**src/rtl/cmd_pkg.sv**
```systemverilog
// Shared command types and field constants for the mission command path
// (UART_wrapper -> cmd_queue -> command processor).
package cmd_pkg;

   typedef logic [15:0] cmd_t;

   localparam cmd_t FLUSH_CMD_DEF = 16'h0000;

   // Opcode lives in the top nibble; veer/turn carry a signed amount in the low byte.
   localparam int         OPC_MSB      = 15;
   localparam int         OPC_LSB      = 12;
   localparam logic [3:0] OPC_VEER     = 4'h1;
   localparam logic [3:0] OPC_TURN     = 4'h2;
   localparam int         VEER_AMT_MSB = 7;
   localparam int         VEER_AMT_LSB = 0;
   localparam int         TURN_DIR_BIT = 8;

   function automatic logic is_cmd(input cmd_t c, input cmd_t match);
      return c == match;
   endfunction

endpackage

```
**src/rtl/cmd_fifo.sv**
```systemverilog
// Circular command store with occupancy count and a flush port that collapses
// the queue to the single word being written.
module cmd_fifo
   import cmd_pkg::*;
#(
   parameter  int DEPTH = 4,
   localparam int PW    = $clog2(DEPTH),
   localparam int CW    = $clog2(DEPTH + 1)
) (
   input  logic          clk,
   input  logic          rst,
   input  logic          push,
   input  logic          pop,
   input  logic          flush,
   input  cmd_t          wdata,
   output cmd_t          head,
   output logic [CW-1:0] count
);

   cmd_t          mem [DEPTH];
   logic [PW-1:0] wr_ptr_q, wr_ptr_d;
   logic [PW-1:0] rd_ptr_q, rd_ptr_d;
   logic [CW-1:0] count_q, count_d;
   logic          empty, full, do_pop, do_push;

   assign empty   = (count_q == '0);
   assign full    = (count_q == CW'(DEPTH));
   assign do_pop  = pop & ~empty & ~flush;
   // A same-cycle pop frees the slot the full queue would otherwise refuse.
   assign do_push = push & ~flush & (~full | do_pop);

   always_comb begin
      wr_ptr_d = wr_ptr_q;
      rd_ptr_d = rd_ptr_q;
      count_d  = count_q;
      if (flush) begin
         rd_ptr_d = wr_ptr_q;
         wr_ptr_d = wr_ptr_q + PW'(1);
         count_d  = CW'(1);
      end else begin
         if (do_push) wr_ptr_d = wr_ptr_q + PW'(1);
         if (do_pop)  rd_ptr_d = rd_ptr_q + PW'(1);
         if (do_push & ~do_pop)      count_d = count_q + CW'(1);
         else if (do_pop & ~do_push) count_d = count_q - CW'(1);
      end
   end

   always_ff @(posedge clk or posedge rst) begin
      if (rst) begin
         wr_ptr_q <= '0;
         rd_ptr_q <= '0;
         count_q  <= '0;
      end else begin
         wr_ptr_q <= wr_ptr_d;
         rd_ptr_q <= rd_ptr_d;
         count_q  <= count_d;
      end
   end

   always_ff @(posedge clk) begin
      if (flush | do_push) mem[wr_ptr_q] <= wdata;
   end

   assign head  = mem[rd_ptr_q];
   assign count = count_q;

endmodule

```
**src/rtl/cmd_queue.sv**
```systemverilog
// Command buffer between UART_wrapper and the command processor; exposes the same
// cmd/cmd_rdy/clr_cmd_rdy handshake and lets a flush command preempt queued work.
module cmd_queue
   import cmd_pkg::*;
#(
   parameter  int   DEPTH     = 4,
   parameter  cmd_t FLUSH_CMD = FLUSH_CMD_DEF,
   localparam int   CW        = $clog2(DEPTH + 1)
) (
   input  logic          clk,
   input  logic          rst,
   input  logic [15:0]   uart_cmd,
   input  logic          uart_cmd_rdy,
   output logic          uart_clr_rdy,
   output logic [15:0]   cmd,
   output logic          cmd_rdy,
   input  logic          clr_cmd_rdy,
   output logic [CW-1:0] count,
   output logic          overflow,
   input  logic          ovf_clr
);

   logic          acc_q, acc_d;
   logic          ovf_q, ovf_d;
   logic          accept, is_flush, push, full;
   cmd_t          head;
   logic [CW-1:0] count_w;

   // acc_q masks the cycle where UART_wrapper's cmd_rdy is still falling after a take.
   assign accept   = uart_cmd_rdy & ~acc_q & ~rst;
   assign is_flush = accept & is_cmd(uart_cmd, FLUSH_CMD);
   assign push     = accept & ~is_flush;
   assign full     = (count_w == CW'(DEPTH));

   always_comb begin
      acc_d = accept;
      ovf_d = ovf_q;
      if (ovf_clr)                          ovf_d = 1'b0;
      else if (push & full & ~clr_cmd_rdy) ovf_d = 1'b1;
   end

   always_ff @(posedge clk or posedge rst) begin
      if (rst) begin
         acc_q <= 1'b0;
         ovf_q <= 1'b0;
      end else begin
         acc_q <= acc_d;
         ovf_q <= ovf_d;
      end
   end

   cmd_fifo #(
      .DEPTH (DEPTH)
   ) u_fifo (
      .clk   (clk),
      .rst   (rst),
      .push  (push),
      .pop   (clr_cmd_rdy),
      .flush (is_flush),
      .wdata (uart_cmd),
      .head  (head),
      .count (count_w)
   );

   assign uart_clr_rdy = accept;
   assign cmd_rdy      = (count_w != '0);
   assign cmd          = cmd_rdy ? head : 16'h0000;
   assign count        = count_w;
   assign overflow     = ovf_q;

endmodule

```
**config.mk**
```make
export PLATFORM = sky130hd
export DESIGN_NAME = cmd_queue
export DESIGN_NICKNAME = d
export VERILOG_FILES = /design/src/rtl/cmd_pkg.sv /design/src/rtl/cmd_fifo.sv /design/src/rtl/cmd_queue.sv
export SDC_FILE = /design/constraint.sdc
export NUM_CORES = 1
export LEC_CHECK = 0
export BUFFER_PORTS_ARGS = -buffer_cell sky130_fd_sc_hd__clkbuf_2
export CORE_MARGIN = 2
export CORE_UTILIZATION = 56
export DETAILED_ROUTE_END_ITERATION = 7
export MAX_ROUTING_LAYER = met4
export PLACE_DENSITY_LB_ADDON = 0.1
export SETUP_SLACK_MARGIN = 0.15
export SYNTH_ARGS = -nofsm -noshare
export SYNTH_HDL_FRONTEND = slang
export SYNTH_SLANG_ARGS = --single-unit
export TNS_END_PERCENT = 30
```
**constraint.sdc**
```tcl
create_clock -name clk -period 2.9 [get_ports clk]
set_clock_uncertainty 0.2 [all_clocks]
set_input_delay 0.29 -clock clk [delete_from_list [all_inputs] [get_ports clk]]
set_output_delay 0.29 -clock clk [all_outputs]
set_load 0.005 [all_outputs]
```
==> results.txt <==
- Across the run, the number of max-cap violations was 0.
- Highest Clock Rate: 0.380 GHz
* Remaining global-route overflow: 0
* H-Tree Level Count: 3
- Run status: finished clean
- After synthesis, the mean cell area works out to 18.2 µm².
* Ant diodes: 0
- Worst Hold Class: input port to register
- By instance count, the leading cell after synthesis is sky130_fd_sc_hd__edfxtp_1.
- The most critical setup path has its startpoint at uart_cmd[14].
* Reg-to-reg setup timing slack: 0.50 ns
* Capture endpoint of the worst hold path: u_fifo.mem[2][4]
* Data required time of the critical path: 2.91 ns
* Number of warnings issued by yosys: 0
- Entering global routing, the biggest net connects 22 pins.
- R2R cell count: 8
- Arrival time at the worst endpoint: 2.64 ns
- Sequential area share after synthesis: 69.6%
* Clock sink total: 73
* Leading area contributor after synthesis: sky130_fd_sc_hd__edfxtp_1
* Source-to-sink clock delay at the later pin of the worst-skew pair: 0.34 ns
- For the pin with the worst max-slew slack, the measured transition is 0.665 ns.
* Worst Setup End Kind: register
- After detailed routing, the number of remaining DRC violations is 0.
- The die is 78.2 µm tall.
- Detailed placement ended at an HPWL of 3.82 mm.
- Prior to clock tree synthesis, the placed netlist has a worst setup slack of 0.350 ns.
* Final #Nets: 262
* Final critical-path share of the clock period: 90.6%
- The first routing iteration left 106 violations.
- The count of buffers added on input and output ports is 42.
- In the routed layout, each cell is associated on average with a via count of 5.67.
- Clock buffers created by TritonCTS: 9
- The number of nets in the synthesized netlist is 196.
- Width of the die: 78.2 µm
- TritonCTS built the clock tree.
- Shortest period the worst path allows: 2.63 ns
- The number of global-route vias before repair came to 1847.
* Start point of the worst min-delay path: uart_cmd[4]
- In this run the tightest slew margin relative to its limit is 55.1%.
- For this run, the detailed router's first-pass iteration total came to 4.
- Synthesis-to-layout area growth: 22.5%
- Min-Delay Path Depth: 1
- Weighted congestion at the end of routability-driven global placement: 0.896
- Setup violations remaining at the end of the flow were counted as 0.
- Yosys reg bits: 73
- For this design the static power due to leakage is 1.38 nW.
- After detailed routing, the average wire length per cell comes to 19.4 µm.
* Fin Setup TNS: 0 ns
* Number of placed I/O pins: 43
- Global routing consumed, over all layers together, 22.5% of the routing resources.
- In the final layout, the share of cells above drive strength 1 is 37.8%.
* Mapped cell area: 0.00309 mm²
* Top flip-flop cell by instance count after synthesis: sky130_fd_sc_hd__edfxtp_1
- Counting along the longest clock path gives a buffer depth of 2.
- Root Buffer: sky130_fd_sc_hd__clkbuf_8
- Routed vias: 1776
- The initial antenna violation count is 0.
- Post-detailed-route count of antenna-violating nets: 0
- Summed over its instances, the top area cell type makes up 62.3% of the synthesized netlist area.
- Across the VDD grid, the largest voltage drop is 527 µV.
- Worst r2r src: acc_q
- Power Dens Cells: 889 mW/mm²
- Clock transition at the registers of the reported paths: 0.08 ns
* Ranking of synthesized cells by area: sky130_fd_sc_hd__edfxtp_1, sky130_fd_sc_hd__mux4_2, sky130_fd_sc_hd__dfrtp_1, sky130_fd_sc_hd__and2_1, sky130_fd_sc_hd__ha_1
* Starting density of the core: 57.1%
* Setup repair after global routing missed its margin: no
* Standard cell core area: 0.00541 mm²
* Final slew viol count: 0
- The design draws 3.36 mW.
- The floorplan has 27 rows.
- Wires add up to 6.08 mm.
- Counting the fill cells in the layout gives 367.
* Critical Path Start Type: input port
- Fraction of registers with async set or reset after synthesis: 12.3%
- Unique cell type count in the Yosys netlist: 36
* Final worst slack: 0.272 ns
* Final hold violation count: 0
- Number of cells produced by synthesis: 170
- Die area: 0.00612 mm²
* Top cell types by occurrence after synthesis: sky130_fd_sc_hd__edfxtp_1, sky130_fd_sc_hd__and2_1, sky130_fd_sc_hd__mux4_2, sky130_fd_sc_hd__dfrtp_1, sky130_fd_sc_hd__inv_1
- The critical path in this run is classified as input port to register.
- The synthesized design contains 64 enable-type register cells.
* Worst flop-to-flop path endpoint: u_fifo.count[1]
* First-pass GRT wire length: 9.61 mm
- Along the worst path, the maximum fanout reaches 5.
## metrics by stage
step | hold slack (ns) | utilization (%) | cell area, µm² | cells
floorplan | -0.0821 | - | 3090 | 170
global placement | 0.0578 | 63.0 | 3410 | 284
detailed placement | 0.0733 | 63.0 | 3410 | 284
CTS | 0.000127 | 69.1 | 3730 | 311
global route | 0.00977 | 70.0 | 3780 | 313
finish | 0.0275 | 70.0 | 3780 | 313
## sequential cells by signal (all words and copies together), names as in the netlist
register and count:
acc_q 1, overflow 1, u_fifo.count 3, u_fifo.mem 64, u_fifo.rd_ptr_q 2, u_fifo.wr_ptr_q 2
## critical path, cell delays in order
cell and delay, ns:
sky130_fd_sc_hd__dlygate4sd3_1 0.53, sky130_fd_sc_hd__clkbuf_2 0.15, sky130_fd_sc_hd__nor4_4 0.31, sky130_fd_sc_hd__nand4_2 0.19, sky130_fd_sc_hd__nand2_1 0.14, sky130_fd_sc_hd__nor2_1 0.07
sky130_fd_sc_hd__fa_2 0.38, sky130_fd_sc_hd__or3_1 0.36, sky130_fd_sc_hd__o2111ai_1 0.11, sky130_fd_sc_hd__nand3_1 0.10
## timing repair
item                                    4_1_cts  5_1_grt
buffers inserted                              0        2
gates resized for setup                       0        5
hold endpoints to repair                     45        0
endpoints found under the setup margin        0       31
hold buffers                                 11        0
## layer usage
metal | up-vias | GRT usage (%) | share of wire, %
met3 | 7 | 5.29 | 5.1
li1 | 796 | - | -
met1 | 912 | 27.9 | 40
met5 | - | - | 0
met4 | 0 | 7.37 | 1.2
met2 | 61 | 37.3 | 54
## kinds of logic (layout without fill, tap and decap cells)
| logic type | count (synthesis) | count (layout) | synth area share [%] |
|---|---|---|---|
| AND/OR/NAND/NOR | 44 | 44 | 9.73 |
| buffers and inverters | 14 | 85 | 2.07 |
| XOR/XNOR | 3 | 3 | 0.851 |
| flip-flops | 73 | 73 | 69.6 |
| AO/OA/AOI/OAI | 12 | 12 | 2.84 |
| adder cells (fa/ha/maj) | 5 | 5 | 2.27 |
| multiplexers | 19 | 19 | 12.7 |
## power breakdown
part | internal (mW) | switching [mW] | total, mW
combinational | 0.591 | 0.563 | 1.15
clock | 0.484 | 0.376 | 0.860
sequential | 1.28 | 0.0685 | 1.35
total | 2.35 | 1.01 | 3.36
## final cells by class
type                            count  area [µm²]  area share, %
Timing Repair Buffer               63         395           10.5
Inverter                            6        26.3          0.695
Tap cell                           72        90.1           2.38
Clock inverter                      7        93.8           2.48
Clock buffer                        9         124           3.28
Sequential cell                    73        2150           56.8
Multi-Input combinational cell     83         905           23.9
## worst max-delay path by stage
stage	end	slack [ns]	cells past startpoint
floorplan	u_fifo.count[2]	0.68	9
global placement	u_fifo.count[2]	0.49	9
detailed placement	u_fifo.count[2]	0.35	9
CTS	u_fifo.count[2]	0.17	10
global route	u_fifo.count[2]	0.18	10
finish	u_fifo.count[2]	0.27	10
## placed cells by master (no fill, tap or decap), types with 2 or more instances in the layout
cell                            synthesis  final
sky130_fd_sc_hd__a21oi_1                2      2
sky130_fd_sc_hd__a2bb2oi_1              2      2
sky130_fd_sc_hd__a31oi_1                2      2
sky130_fd_sc_hd__and2_1                20     20
sky130_fd_sc_hd__buf_4                  2     10
sky130_fd_sc_hd__bufinv_16              0      2
sky130_fd_sc_hd__clkbuf_2               0     42
sky130_fd_sc_hd__clkbuf_8               0      9
sky130_fd_sc_hd__clkinvlp_4             0      2
sky130_fd_sc_hd__dfrtp_1                9      9
sky130_fd_sc_hd__dlygate4sd3_1          0     11
sky130_fd_sc_hd__edfxtp_1              64     64
sky130_fd_sc_hd__ha_1                   4      4
sky130_fd_sc_hd__inv_1                  5      5
sky130_fd_sc_hd__mux2i_1                2      2
sky130_fd_sc_hd__mux4_2                16     16
sky130_fd_sc_hd__nand2_1                3      3
sky130_fd_sc_hd__nand3_1                3      3
sky130_fd_sc_hd__nor2_1                 4      4
sky130_fd_sc_hd__nor3_1                 2      2
sky130_fd_sc_hd__nor4_4                 1      4
sky130_fd_sc_hd__nor4b_1                2      2
sky130_fd_sc_hd__or3_1                  2      2
sky130_fd_sc_hd__xor2_1                 2      2
Power figures use the tool's default switching activity.
